===== config.mk =====
export PLATFORM = sky130hd
export DESIGN_NAME = rx_packet_ctrl
export DESIGN_NICKNAME = d
export VERILOG_FILES = /design/src/rtl/rx_packet_ctrl.sv
export SDC_FILE = /design/constraint.sdc
export NUM_CORES = 1
export LEC_CHECK = 0
export ABC_AREA = 1
export BUFFER_PORTS_ARGS = -buffer_cell sky130_fd_sc_hd__buf_2
export CAP_MARGIN = 20
export CELL_PAD_IN_SITES_DETAIL_PLACEMENT = 1
export CELL_PAD_IN_SITES_GLOBAL_PLACEMENT = 1
export CORE_ASPECT_RATIO = 2
export CORE_UTILIZATION = 45
export CTS_CLUSTER_SIZE = 14
export DETAILED_ROUTE_END_ITERATION = 10
export GPL_TIMING_DRIVEN = 0
export PLACE_DENSITY = 0.74
export SETUP_SLACK_MARGIN = 0.5
export SYNTH_ARGS = -nofsm -noshare
export SYNTH_HDL_FRONTEND = slang
export SYNTH_SLANG_ARGS = --single-unit

===== constraint.sdc =====
create_clock -name clk -period 2.8 [get_ports clk]
set_input_delay 0.28 -clock clk [delete_from_list [all_inputs] [get_ports clk]]
set_output_delay 0.28 -clock clk [all_outputs]
set_load 0.005 [all_outputs]

===== src/rtl/rx_packet_ctrl.sv =====
// rx_packet_ctrl: frames receiver bytes as SYNC, LEN, payload and streams the payload.
// Define RX_PKT_CHECKSUM_EN to require a trailing zero-sum checksum byte per frame.
module rx_packet_ctrl #(
  parameter logic [7:0] SYNC_BYTE      = 8'hA5,
  parameter int         MAX_LEN        = 16,
  parameter int         TIMEOUT_CYCLES = 104167
) (
  input  logic       clk,
  input  logic       rst,
  input  logic [7:0] rx_data,
  input  logic       rx_strobe,
  input  logic       rx_error,
  output logic [7:0] out_data,
  output logic       out_valid,
  input  logic       out_ready,
  output logic       out_last,
  output logic       pkt_err,
  output logic [2:0] err_code,
  output logic       busy
);
  localparam int AW = (MAX_LEN > 1) ? $clog2(MAX_LEN) : 1;
  localparam int PW = $clog2(MAX_LEN + 1);
  localparam int TW = $clog2(TIMEOUT_CYCLES + 1);

  localparam logic [2:0] E_FRAME   = 3'd0;
  localparam logic [2:0] E_LEN     = 3'd1;
  localparam logic [2:0] E_TIMEOUT = 3'd3;
  localparam logic [2:0] E_OVERRUN = 3'd4;

`ifdef RX_PKT_CHECKSUM_EN
  localparam logic [2:0] E_CSUM = 3'd2;
  typedef enum logic [2:0] {
    S_HUNT    = 3'd0,
    S_LEN     = 3'd1,
    S_PAYLOAD = 3'd2,
    S_CSUM    = 3'd3,
    S_DELIVER = 3'd4
  } state_t;
`else
  typedef enum logic [2:0] {
    S_HUNT    = 3'd0,
    S_LEN     = 3'd1,
    S_PAYLOAD = 3'd2,
    S_DELIVER = 3'd4
  } state_t;
`endif

  state_t        state;
  logic [7:0]    buffer [MAX_LEN];
  logic [PW-1:0] len;
  logic [PW-1:0] wptr;
  logic [PW-1:0] rptr;
  logic [PW-1:0] rptrNext;
  logic [TW-1:0] timer;
  logic          inPkt;
  logic          timeUp;
  logic          badLen;
  logic          syncHit;
  logic          lastByte;
  logic          bufWe;
  logic          abort;
  logic [2:0]    abortCode;
  logic [7:0]    firstByte;
`ifdef RX_PKT_CHECKSUM_EN
  logic [7:0]    sum;
`endif

`ifdef RX_PKT_CHECKSUM_EN
  assign inPkt = (state == S_LEN) || (state == S_PAYLOAD) ||
                 (state == S_CSUM);
`else
  assign inPkt = (state == S_LEN) || (state == S_PAYLOAD);
`endif

  assign timeUp   = timer == TW'(TIMEOUT_CYCLES - 1);
  assign badLen   = (rx_data == 8'd0) || (rx_data > 8'(MAX_LEN));
  assign syncHit  = rx_strobe && !rx_error && (rx_data == SYNC_BYTE);
  assign lastByte = wptr == len - PW'(1);
  assign bufWe    = (state == S_PAYLOAD) && rx_strobe && !rx_error;
  assign rptrNext = rptr + PW'(1);
  // With a one-byte frame and no checksum, byte 0 is still on rx_data
  assign firstByte = (wptr == '0) ? rx_data : buffer[0];

  always_comb begin
    abort     = 1'b0;
    abortCode = E_FRAME;
    if (inPkt && rx_strobe) begin
      if (rx_error) begin
        abort = 1'b1;
      end else if (state == S_LEN && badLen) begin
        abort     = 1'b1;
        abortCode = E_LEN;
      end
`ifdef RX_PKT_CHECKSUM_EN
      else if (state == S_CSUM && 8'(sum + rx_data) != 8'd0) begin
        abort     = 1'b1;
        abortCode = E_CSUM;
      end
`endif
    end else if (inPkt && timeUp) begin
      abort     = 1'b1;
      abortCode = E_TIMEOUT;
    end
  end

  always_ff @(posedge clk) begin
    if (bufWe) buffer[wptr[AW-1:0]] <= rx_data;
  end

  always_ff @(posedge clk or negedge rst) begin
    if (!rst) begin
      state     <= S_HUNT;
      out_data  <= '0;
      out_valid <= 1'b0;
      out_last  <= 1'b0;
      pkt_err   <= 1'b0;
      err_code  <= '0;
      busy      <= 1'b0;
      len       <= '0;
      wptr      <= '0;
      rptr      <= '0;
      timer     <= '0;
`ifdef RX_PKT_CHECKSUM_EN
      sum       <= '0;
`endif
    end else begin
      pkt_err <= 1'b0;
      if (abort) begin
        state    <= S_HUNT;
        busy     <= 1'b0;
        pkt_err  <= 1'b1;
        err_code <= abortCode;
        timer    <= '0;
      end else begin
        unique case (state)
          S_HUNT: begin
            if (syncHit) begin
              state <= S_LEN;
              busy  <= 1'b1;
              timer <= '0;
            end
          end
          S_LEN: begin
            if (rx_strobe) begin
              len   <= rx_data[PW-1:0];
              wptr  <= '0;
              timer <= '0;
              state <= S_PAYLOAD;
`ifdef RX_PKT_CHECKSUM_EN
              sum   <= rx_data;
`endif
            end else begin
              timer <= timer + TW'(1);
            end
          end
          S_PAYLOAD: begin
            if (rx_strobe) begin
              wptr  <= wptr + PW'(1);
              timer <= '0;
`ifdef RX_PKT_CHECKSUM_EN
              sum   <= sum + rx_data;
              if (lastByte) state <= S_CSUM;
`else
              if (lastByte) begin
                state     <= S_DELIVER;
                rptr      <= '0;
                out_valid <= 1'b1;
                out_data  <= firstByte;
                out_last  <= len == PW'(1);
              end
`endif
            end else begin
              timer <= timer + TW'(1);
            end
          end
`ifdef RX_PKT_CHECKSUM_EN
          S_CSUM: begin
            if (rx_strobe) begin
              state     <= S_DELIVER;
              timer     <= '0;
              rptr      <= '0;
              out_valid <= 1'b1;
              out_data  <= firstByte;
              out_last  <= len == PW'(1);
            end else begin
              timer <= timer + TW'(1);
            end
          end
`endif
          S_DELIVER: begin
            // Stray bytes are dropped; the buffered packet keeps flowing
            if (rx_strobe) begin
              pkt_err  <= 1'b1;
              err_code <= E_OVERRUN;
            end
            if (out_ready) begin
              if (out_last) begin
                state     <= S_HUNT;
                busy      <= 1'b0;
                out_valid <= 1'b0;
                out_last  <= 1'b0;
              end else begin
                rptr     <= rptrNext;
                out_data <= buffer[rptrNext[AW-1:0]];
                out_last <= rptrNext == len - PW'(1);
              end
            end
          end
          default: begin
            state <= S_HUNT;
            busy  <= 1'b0;
          end
        endcase
      end
    end
  end

endmodule


# ---- Yosys cells after proc, flatten, opt, wreduce, memory -nomap -nowiden
# Memories as Yosys holds them, arrays and structs flattened.
# Index checks and enable logic that the tools add are counted.
# Widths: inputs -> output; s select.
dict set report word_totals {
  ff_bits 50
  ram_bits 128
  inputBits 13
  out_inout_bits 15
  elab_cells 122
  memories 1
}
# memory depth word_bits read_ports rd_ports_with_merged_regs write_ports line
set memory_table {}
lappend memory_table {buffer 16 8 2 0 1 49} ;# logic [7:0] buffer [MAX_LEN];
dict set report op_classes {
  add_sub_neg 4
  n_lt_le_gt_ge 1
  n_eq_ne 21
  n_mux 55
  bitwise_logic 1
  n_reduce_logical 28
}
# op count
set op_table {}
lappend op_table {{$mux 17} 3}
lappend op_table {{$mux 8} 5}
lappend op_table {{$pmux 17 s2} 1}
lappend op_table {{$mux 3} 11}
lappend op_table {{$mux 5} 6}
lappend op_table {{$mux 1} 21}
lappend op_table {{$pmux 5 s2} 2}
lappend op_table {{$ne 3x3->1 const B} 6}
lappend op_table {{$reduce_and 6->1} 3}
lappend op_table {{$add 17x1->17 const B} 1}
lappend op_table {{$eq 17x17->1 const B} 1}
lappend op_table {{$pmux 8 s2} 1}
lappend op_table {{$ne 2x2->1 const B} 6}
lappend op_table {{$pmux 3 s4} 1}
lappend op_table {{$add 5x1->5 const B} 2}
lappend op_table {{$eq 5x5->1} 2}
lappend op_table {{$eq 8x8->1 const B} 1}
lappend op_table {{$gt 8x5->1 const B} 1}
lappend op_table {{$logic_not 8->1} 1}
lappend op_table {{$reduce_and 4->1} 2}
lappend op_table {{$reduce_bool 2->1} 4}
lappend op_table {{$logic_and 1x1->1} 7}
lappend op_table {{$eq 5x1->1 const B} 1}
lappend op_table {{$logic_not 5->1} 1}
lappend op_table {{17 further kinds} 20}

# ---- Depth between registers and ports, before layout
# Gate-level depths: netlist of run 1.
dict set report depth {
  word_depth 8
  depth_mapped 16
  mapped_depth_nobuf 15
}

# ---- Least setup slack after synthesis of run 1
# Ideal clock, no wire load.
dict set report synth_path {
  kind {reg-to-reg}
  startpoint {reg state[2]}
  endpoint {mem buffer[0][0], enable pin}
  setup_ps 370
  arrival_time_ps 1548
  required_ps 2430
  slack_ps 882
  path_stages_with_launch 6
  n_path_buf 0
  synth_period_minus_slack_ps 1918
  path_cell_list {dfrtp_1 -> nor3_4 -> inv_2 -> nor2_1 -> nand2_1 -> nor2_1}
}
dict set report synth_via {
  elab_chain_len 5
}
# element line
set synth_rtl {}
lappend synth_rtl {{from (decl)} 48} ;# state_t state;
lappend synth_rtl {{from (signal assigned)} 112} ;# state <= S_HUNT;
lappend synth_rtl {{from (signal assigned)} 129} ;# state <= S_HUNT;
lappend synth_rtl {{from (signal assigned)} 138} ;# state <= S_LEN;
lappend synth_rtl {{$eq 3x2->1} 79} ;# assign bufWe = (state == S_PAYLOAD) && rx_strobe && !rx_error;
lappend synth_rtl {{$logic_and 1x1->1 (2 in series)} 79}
lappend synth_rtl {{$mux 1} 107} ;# if (bufWe) buffer[wptr[AW-1:0]] <= rx_data;
lappend synth_rtl {{$mux 1 (implied by the code)} 107}
lappend synth_rtl {{to (decl)} 49}
# No other way between the ends.

# ---- Worst setup path after layout of run 1
dict set report layout_path {
  startpoint {reg rptr[0]}
  endpoint {reg out_data[6]}
}
dict set report layout_via {
  elab_chain_len 5
}
# element line
set layout_rtl {}
lappend layout_rtl {{from (decl)} 52} ;# logic [PW-1:0] rptr;
lappend layout_rtl {{from (signal assigned)} 203} ;# rptr <= rptrNext;
lappend layout_rtl {{$add 5x1->5} 80} ;# assign rptrNext = rptr + PW'(1);
lappend layout_rtl {{$mem_v2 16x8} n/a}
lappend layout_rtl {{$mux 8} 197} ;# if (out_last) begin
lappend layout_rtl {{$mux 8} 196} ;# if (out_ready) begin
lappend layout_rtl {{$pmux 8 s2} 135} ;# unique case (state)
lappend layout_rtl {{to (signal assigned)} 168} ;# out_data <= firstByte;
lappend layout_rtl {{to (signal assigned)} 204} ;# out_data <= buffer[rptrNext[AW-1:0]];
lappend layout_rtl {{to (decl)} 13} ;# output logic [7:0] out_data,
# No other way between the ends. The select of a mux whose other input is x is not followed.
# A chain may end at the register's enable or synchronous reset.

==> impl_metrics.toml, run 1 <==
[placement]
dp_slack_ns = -0.07565
portBuffers = 27
dpl.cell_count = 1147
gp_congestion = 0.8746
hpwl_mm = 18.39

[timing]
setup_ws_ns = 0.5772
worstMarginPinSlew_ns = 0.7663
hold_viol_final = 0
rsz0062_at_grt = "true"
fin_worst_skew_ns = 0.01186
max_slew_margin = 0.4866
timing.hold.ws_ns = 0.2122
period_share = 0.7939
min_period_ns = 2.223
setup_violations = 0
maxSlewViolCount = 0
fmax_ghz = 0.4499

[routing]
via_per_inst = 5.598
wl_per_cell_um = 21.37
first_iter_violations = 269
antenna_left = 0
finalWirelength_mm = 25.41
dr_total_vias = 6656
dr.pass1.iters = 4
drc = 0

[clock_tree]
cts.htree.levels = 4
clock-sinks = 178
clk_pin_slew_ns = 0.07
clk_latency_ns = 0.44
cts_tree = "done"
cts_made_buffers = 17
cts_root_buf = "clkbuf_16"
clockBufferDepth = 2

[final_layout]
mostFrequentLayoutCell = "nand2_1"
antenna_cells = 0
drive_gt1_frac = 0.1552
final_util = 0.5335
stdcell_count = 1189
area_growth_pct = 15.92
nets = 984
final_cell_mix = "196 x nand2_1, 130 x nor2_1, 128 x edfxtp_1, 99 x o21ai_0, 71 x nand3_1"

[global_routing]
grt_overflow = 0
track_usage = 0.2763
grt_pass1_vias = 7141
antenna_found_initial = 0
grt_pass1_wl_mm = 39.10
grt_max_degree = 35

[critical_path]
cp_max_fo = 10
rr_endpoint = "out_data[6]$_DFFE_PN0P_"
endpoint = "out_data[6]$_DFFE_PN0P_"
r2r-start = "rptr[0]$_DFFE_PN0P_"
reg2reg_depth = 10
worstSetupEndpointType = "flip-flop"
cp_data_arrival_time_ns = 2.60
cp-startpoint = "rptr[0]$_DFFE_PN0P_"
required_ns = 3.17
critical_path_class = "flip-flop to flip-flop"
crit_path_start_kind = "flip-flop"
rrSetupSlack_ns = 0.58

[power]
pwr-share-clk = 0.246
finalPower_mw = 9.975
intPower_mw = 5.851
switchingPower_mw = 4.124
leakage_nw = 3.861
p_seq_frac = 0.319
swShare = 0.4134
power_density_nw_per_um2 = 1017
ir_drop_v = 0.0005048
p_comb_frac = 0.435

[synthesis]
synth_seq_area_share = 0.6019
ys_warn_count = 0
synth_area_per_cell_um2 = 9.374
synth_cell_types = 40
syn_area_um2 = 8464
synthCells = 903
synth_top_cell_by_area = "edfxtp_1"
synthesis.nets = 925
synth_edf_count = 128
synth_top_area_frac = 0.4541
async_flop_share = 0.2809
synthTopCellsByArea = "edfxtp_1 45%, dfrtp_1 15%, nand2_1 8.9%, nor2_1 6.6%, o21ai_0 6.1%"
ys.flop_type = "edfxtp_1"
ys_seq_elements = 178

[floorplanning]
die_h_um = 196.0
initial_core_util = 0.4602
rows = 70
die_x_um = 98.98
dieArea_um2 = 19400
core-area_um2 = 18390
pin_count = 28

[min_path]
hold_class = "primary input to flip-flop"

[status]
status = "complete, no violations"

[flow_run]
drv_cap = 0
## state kept, by name, indices dropped and copies added, names as in the netlist
name	flops
err_code	3
buffer	128
wptr	5
rptr	5
timer	17
len	5
out_valid	1
state	3
out_data	8
busy	1
out_last	1
pkt_err	1
## worst max-delay path: stages, from the launching register on
cell	delay, ns
dfrtp_2	0.49
ha_4	0.36
clkbuf_2	0.26
o21ai_0	0.17
o21ai_1	0.20
nand2_1	0.09
nand3_1	0.19
nand3_1	0.10
nand2_1	0.12
nand3_1	0.09
nand2_1	0.09
## metal layers
metal | routed length (um) | share of wire | up-vias | global-route usage
met4 | 1263 | 0.050 | 0 | 0.1564
met5 | 0 | 0 | - | 0
met2 | 14970 | 0.59 | 110 | 0.5620
met1 | 8678 | 0.34 | 3322 | 0.2521
li1 | - | - | 3170 | -
met3 | 501 | 0.020 | 54 | 0.03384
## metrics by stage
| stage | area [um2] | TNS (ns) |
|---|---|---|
| after floorplan | 8464 | 0 |
| after global placement | 8870 | -0.07240 |
| after detailed placement | 8890 | -0.1205 |
| after CTS | 9689 | 0 |
| after global routing | 9812 | 0 |
| final | 9812 | 0 |
## timing repair
| action | 4_1_cts | 5_1_grt |
|---|---|---|
| endpoints found under the hold margin | 16 | 0 |
| cloned | 0 | 1 |
| setup endpoints to repair | 141 | 25 |
| hold buffers | 1 | 0 |
| pin swaps | 2 | 5 |
| buffers inserted | 2 | 8 |
| gates resized for setup | 56 | 26 |
## cell type report
cell class	instances	area, um2
well taps	216	270.3
plain buffers	34	195.2
repair buffers	40	247.7
inverters	64	246.5
flip-flops and latches	178	5097
multi-input cells	627	3167
clock inverters	13	162.7
clock buffers	17	425.4
fillers	2097	8581
## cell families (layout without fill, tap and decap cells)
kind of cell,Yosys count,count (layout),share of synthesized area
flip-flops,178,178,0.6019
adder cells (fa/ha/maj),9,9,0.01330
buffers and inverters,98,168,0.04715
XOR/XNOR,15,15,0.01730
AND/OR/NAND/NOR,465,465,0.2327
AO/OA/AOI/OAI,138,138,0.08766
## power groups by stage
stage          registers [mW]  clock network [mW]  logic [mW]
6_report                 3.18                2.45        4.34
5_1_grt                  3.20                2.54        4.83
4_1_cts                  3.18                2.46        4.12
3_5_place_dp             3.22                   0        3.93
3_3_place_gp             3.22                   0        3.81
2_1_floorplan            3.19                   0        2.52
## cells in the mapped netlist (2+ instances only)
master	number
buf_6	2
xnor2_1	3
clkbuf_1	17
o21ai_0	103
o211ai_1	11
a21oi_1	12
nor3_1	14
buf_1	4
nand2_2	3
o31ai_1	5
nor2_1	149
o21ai_1	3
nor2_2	2
nand3_1	74
edfxtp_1	128
or2_2	2
dfrtp_1	50
inv_2	8
ha_1	9
nand2_1	200
nand3_2	3
nand4_1	11
buf_2	10
inv_1	55
xor2_1	10
## how the worst min path moves through the flow
stage | end | cells past startpoint | startpoint
2_1_floorplan | busy$_DFFE_PN0P_ | 0 | rst
3_3_place_gp | out_data[5]$_DFFE_PN0P_ | 2 | out_data[5]$_DFFE_PN0P_
3_5_place_dp | busy$_DFFE_PN0P_ | 1 | rst
4_1_cts | err_code[0]$_DFFE_PN0P_ | 4 | rx_error
5_1_grt | timer[7]$_DFFE_PN0P_ | 3 | rx_strobe
6_report | err_code[0]$_DFFE_PN0P_ | 4 | rx_error
Power figures use the tool's default switching activity.
==> run 2: changes to the inputs <==
Settings changed: ABC_AREA 1 to 0, PLACE_DENSITY 0.74 to 0.68.
Clock period 2.8 ns to 2.1 ns, I/O delays scaled along.
==> impl_metrics.toml, run 2 <==
[synthesis]
synth_seq_area_share = 0.6444
synthTopCellsByCount = "128 x edfxtp_1, 50 x dfrtp_1, 37 x nand2_1"
synth_edf_count = 128
syn_area_um2 = 7906
synthMostInstantiatedCell = "edfxtp_1"
synthCells = 509
ys.flop_type = "edfxtp_1"
async_flop_share = 0.2809
synth_cell_types = 63
ys_warn_count = 0
ys_seq_elements = 178
synthesis.nets = 531
synth_top_cell_by_area = "edfxtp_1"
synthTopCellsByArea = "edfxtp_1 49%, dfrtp_1 16%, mux4_2 9.1%, mux2i_1 2.2%, nand2_1 1.8%"
synth_area_per_cell_um2 = 15.53
synth_top_area_frac = 0.4862

[clock_tree]
clock-sinks = 178
cts.htree.levels = 4
clk_latency_ns = 0.44
cts_tree = "done"
cts_made_buffers = 17
clk_pin_slew_ns = 0.07
cts_root_buf = "clkbuf_16"
clockBufferDepth = 2

[critical_path]
rr_endpoint = "out_data[4]$_DFFE_PN0P_"
worstSetupEndpointType = "flip-flop"
critical_path_class = "flip-flop to flip-flop"
cp_data_arrival_time_ns = 2.60
cp_max_fo = 5
reg2reg_depth = 8
crit_path_cell_trace = "xnor2_1, xnor2_2, nor4b_4, buf_4, nand3_4, nand2_8, buf_12, mux2_4"
r2r-start = "len[3]$_DFFE_PN0P_"
crit_path_top_delay_cell = "dfrtp_1"
crit_path_start_kind = "flip-flop"
rrSetupSlack_ns = -0.17
crit_path_max_incr_delay_ns = 0.49
required_ns = 2.42

[floorplanning]
rows = 68
dieArea_um2 = 18140
initial_core_util = 0.4600
die_x_um = 95.73
core-area_um2 = 17190
die_h_um = 189.5
pin_count = 28

[final_layout]
final_util = 0.6012
drive_gt1_frac = 0.4227
stdcell_count = 844
stdcell_area_um2 = 10330
final_cell_mix = "128 x edfxtp_1, 45 x dfrtp_1, 32 x mux4_2, 31 x nand2_1, 31 x buf_4"
antenna_cells = 0
nets = 643
mostFrequentLayoutCell = "edfxtp_1"
largest_register_ffs = 128
area_growth_pct = 30.69

[placement]
portBuffers = 27
dp_slack_ns = -0.5190
gp_congestion = 0.8527
hpwl_mm = 14.35
dpl.cell_count = 747
postPlaceCellArea_um2 = 8558

[routing]
first_iter_violations = 253
routedLengthMet1_mm = 7.076
highest_layer = "met4"
wl_per_cell_um = 25.92
drc = 0
met2_length_mm = 13.00
antenna_left = 0
met3_length_um = 661
finalWirelength_mm = 21.88
via_per_inst = 5.782
dr.pass1.iters = 4
dr_total_vias = 4880

[timing]
fmax_ghz = 0.4399
fin_worst_skew_ns = 0.01162
max_slew_margin = 0.5289
min_period_ns = 2.273
setup_tns_ns = -1.931
worstMarginPinSlew_ns = 0.7012
period_share = 1.083
hold_viol_final = 0
setup_ws_ns = -0.1735
rsz0062_at_grt = "true"
timing.hold.ws_ns = 0.1286
maxSlewViolCount = 0
setup_violations = 15

[min_path]
hold_path_depth = 3
hold_class = "primary input to flip-flop"
min_to = "rptr[2]$_DFFE_PN0P_"
hp-start = "out_ready"

[power]
finalPower_mw = 8.357
leakage_nw = 3.874
power_density_nw_per_um2 = 808.8
ir_drop_v = 0.0006501

[global_routing]
grt_pass1_vias = 5472
antenna_found_initial = 0
grt_pass1_wl_mm = 32.50
grt_overflow = 0
track_usage = 0.2584
grt_max_degree = 31

[status]
status = "complete, but fails checks"
violations = "setup timing"

[flow_run]
drv_cap = 0
## run 2: cell types whose count changed after synthesis, sizes merged, moves of 11 or more
cell   previous run  this run
mux2              0        13
nand3            77        16
inv              63        10
nand2           204        38
nor2            151        35
o21ai           107        12
xnor2             4        15
mux4              0        32
mux2i             0        17
## run 2: worst max-delay path: cells and delay by family (launching register included)
family	cells	cell delay, ns
buf+inv	2	0.28
simple gates	3	0.50
flops	1	0.49
xor+xnor	2	0.58
mux	1	0.29
## run 2: kinds of logic after synthesis
group,after synthesis,synth area share
simple gates,143,0.1027
compound gates,60,0.05270
flops,178,0.6444
xor+xnor,30,0.03418
buf+inv,27,0.01678
fa+ha+maj,9,0.01424
mux,62,0.1350
## run 2: worst max-delay path by stage
stage	from	end	slack [ns]	cells past startpoint
6_report	len[3]$_DFFE_PN0P_	out_data[4]$_DFFE_PN0P_	-0.17	8
5_1_grt	len[3]$_DFFE_PN0P_	out_data[7]$_DFFE_PN0P_	-0.27	8
4_1_cts	len[1]$_DFFE_PN0P_	out_data[2]$_DFFE_PN0P_	-0.11	10
3_5_place_dp	rptr[1]$_DFFE_PN0P_	out_data[1]$_DFFE_PN0P_	-0.52	8
3_3_place_gp	rptr[1]$_DFFE_PN0P_	out_data[1]$_DFFE_PN0P_	-0.46	8
2_1_floorplan	len[0]$_DFFE_PN0P_	out_data[0]$_DFFE_PN0P_	-0.05	8
## run 2: final cells by class
cell class              instances  area, um2
fillers                      1591       6854
flip-flops and latches        178       5101
multi-input cells             304       3214
repair buffers                 93      942.2
clock buffers                  18      429.2
well taps                     210      262.8
plain buffers                  17      188.9
clock inverters                14      152.6
inverters                      10      41.29
## run 2: where the power goes
group / total (mW) / switching, mW / internal [mW]
Sequential: 3.99 / 0.133 / 3.85
Clock: 3.17 / 1.41 / 1.77
Combinational: 1.20 / 0.731 / 0.465
Total: 8.36 / 2.27 / 6.08
## run 2: timing repair
| action | CTS | global route |
|---|---|---|
| setup buffers | 51 | 12 |
| hold endpoints to repair | 20 | 0 |
| gates resized for setup | 82 | 32 |
| setup endpoints to repair | 174 | 178 |
| hold buffers | 1 | 0 |
| gates cloned | 1 | 0 |
| pin swaps | 28 | 22 |
## run 2: per-layer routing
layer | GRT usage | up-vias
li1 | - | 2187
met1 | 0.2514 | 2516
met2 | 0.4986 | 121
met3 | 0.04699 | 56
met4 | 0.1228 | 0
met5 | 0 | -
==> run 3: changes to the inputs <==
Settings changed: SLEW_MARGIN set to 25.
Clock period 2.1 ns to 2.4 ns, I/O delays scaled along.
==> impl_metrics.toml, run 3 (synthesized netlist as in run 2, its figures left out) <==
[clock_tree]
clockBufferDepth = 2
clk_pin_slew_ns = 0.07
clk_latency_ns = 0.44
cts_tree = "done"
cts_root_buf = "clkbuf_16"
cts_made_buffers = 17
clock-sinks = 178
cts.htree.levels = 4

[final_layout]
largest_register_ffs = 128
area_growth_pct = 27.14
mostFrequentLayoutCell = "edfxtp_1"
nets = 628
final_cell_mix = "128 x edfxtp_1, 45 x dfrtp_1, 32 x nand2_1, 32 x mux4_2, 28 x buf_2"
drive_gt1_frac = 0.3926
antenna_cells = 0

[floorplanning]
core-area_um2 = 17190
dieArea_um2 = 18140
die_h_um = 189.5
pin_count = 28
die_x_um = 95.73
initial_core_util = 0.4600
rows = 68

[power]
power_density_nw_per_um2 = 706.0
ir_drop_v = 0.0005366
finalPower_mw = 7.097
leakage_nw = 3.724

[placement]
dp_slack_ns = -0.2604
hpwl_mm = 14.11
gp_congestion = 0.8415
portBuffers = 27

[routing]
dr_total_vias = 4849
dr.pass1.iters = 4
drc = 0
antenna_left = 0
first_iter_violations = 258
finalWirelength_mm = 21.89
via_per_inst = 5.849
wl_per_cell_um = 26.41

[timing]
setup_violations = 0
fin_worst_skew_ns = 0.01225
max_slew_margin = 0.5058
setup_ws_ns = 0.1977
worstMarginPinSlew_ns = 0.7413
period_share = 0.9176
min_period_ns = 2.202
maxSlewViolCount = 0
rsz0062_at_grt = "true"
hold_viol_final = 0
fmax_ghz = 0.4541

[critical_path]
r2r-start = "rptr[0]$_DFFE_PN0P_"
required_ns = 2.71
worstSetupEndpointType = "flip-flop"
reg2reg_depth = 8
cp_max_fo = 7
cp_data_arrival_time_ns = 2.52
critical_path_class = "flip-flop to flip-flop"
cp-startpoint = "rptr[0]$_DFFE_PN0P_"
crit_path_start_kind = "flip-flop"

[global_routing]
track_usage = 0.2605
grt_pass1_wl_mm = 32.66
antenna_found_initial = 0
grt_overflow = 0
grt_pass1_vias = 5383
grt_max_degree = 51

[flow_run]
drv_cap = 0

[min_path]
hp-start = "out_ready"
hold_path_depth = 3
hold_class = "primary input to flip-flop"

[status]
status = "complete, no violations"
[run 3: changes by cell type in the layout (fill, tap and decap cells not counted), moves of 3 or more]
cell,previous run,this run
buf_4,31,27
o21ai_2,4,0
o21ai_0,8,12
mux2i_1,15,8
clkinvlp_4,6,2
a21oi_1,14,17
mux2_4,13,8
buf_12,22,18
clkinv_4,1,4
mux2_2,0,5
buf_6,17,11
mux2i_4,0,5
[run 3: layer usage]
metal	GRT usage	vias to the layer above	share of wire
met5	0	-	0
met4	0.1338	0	0.048
met3	0.04177	41	0.019
met2	0.4997	83	0.59
met1	0.2556	2575	0.34
li1	-	2150	-
[run 3: worst paths after layout]
check,slack [ns],endpoint
min in group asynchronous,0.38,out_data[1]$_DFFE_PN0P_
max in group asynchronous,1.44,timer[8]$_DFFE_PN0P_
setup / recovery,0.20,out_data[3]$_DFFE_PN0P_
hold reg to reg,0.48,err_code[1]$_DFFE_PN0P_
hold / removal,0.17,rptr[2]$_DFFE_PN0P_
setup reg to reg,0.20,out_data[3]$_DFFE_PN0P_
[run 3: metrics by stage]
step | cells | setup TNS (ns) | hold WS, ns | util | area (um2)
2_1_floorplan | 509 | 0 | -0.05559 | - | 8016
3_3_place_gp | 746 | -1.363 | 0.4662 | 0.4896 | 8414
3_5_place_dp | 746 | -1.726 | 0.3529 | 0.4897 | 8417
4_1_cts | 816 | 0 | 0.1239 | 0.5688 | 9776
5_1_grt | 829 | 0 | 0.1830 | 0.5849 | 10050
6_report | 829 | 0 | 0.1723 | 0.5849 | 10050
[run 3: cell type report]
class                           instances  area (um2)
Timing Repair Buffer                   78       755.7
Clock inverter                         13       101.3
Tap cell                              210       262.8
Clock buffer                           19       454.2
Buffer                                 17       191.4
Inverter                               10       41.29
Sequential cell                       178        5101
Fill cell                            1614        7134
Multi-Input combinational cell        304        3144
[run 3: timing repair]
action	CTS	global route
endpoints found under the hold margin	50	0
setup endpoints to repair	166	166
gates cloned	1	0
buffers inserted	36	13
gates resized for setup	74	43
hold buffers	1	0
pin swaps	27	13
[run 3: where the power goes]
group	leakage, nW	switching, mW	internal (mW)
sequential	1.82	0.0815	3.37
combinational	1.63	0.626	0.388
clock	0.275	1.23	1.40
total	3.72	1.93	5.16
[run 3: worst max-delay path, stage by stage (launching register included)]
cell     delay (ns)
dfrtp_1        0.42
ha_4           0.29
buf_8          0.13
buf_8          0.14
mux4_2         0.33
mux2i_2        0.23
a32o_1         0.19
a21oi_1        0.07
mux2_4         0.27
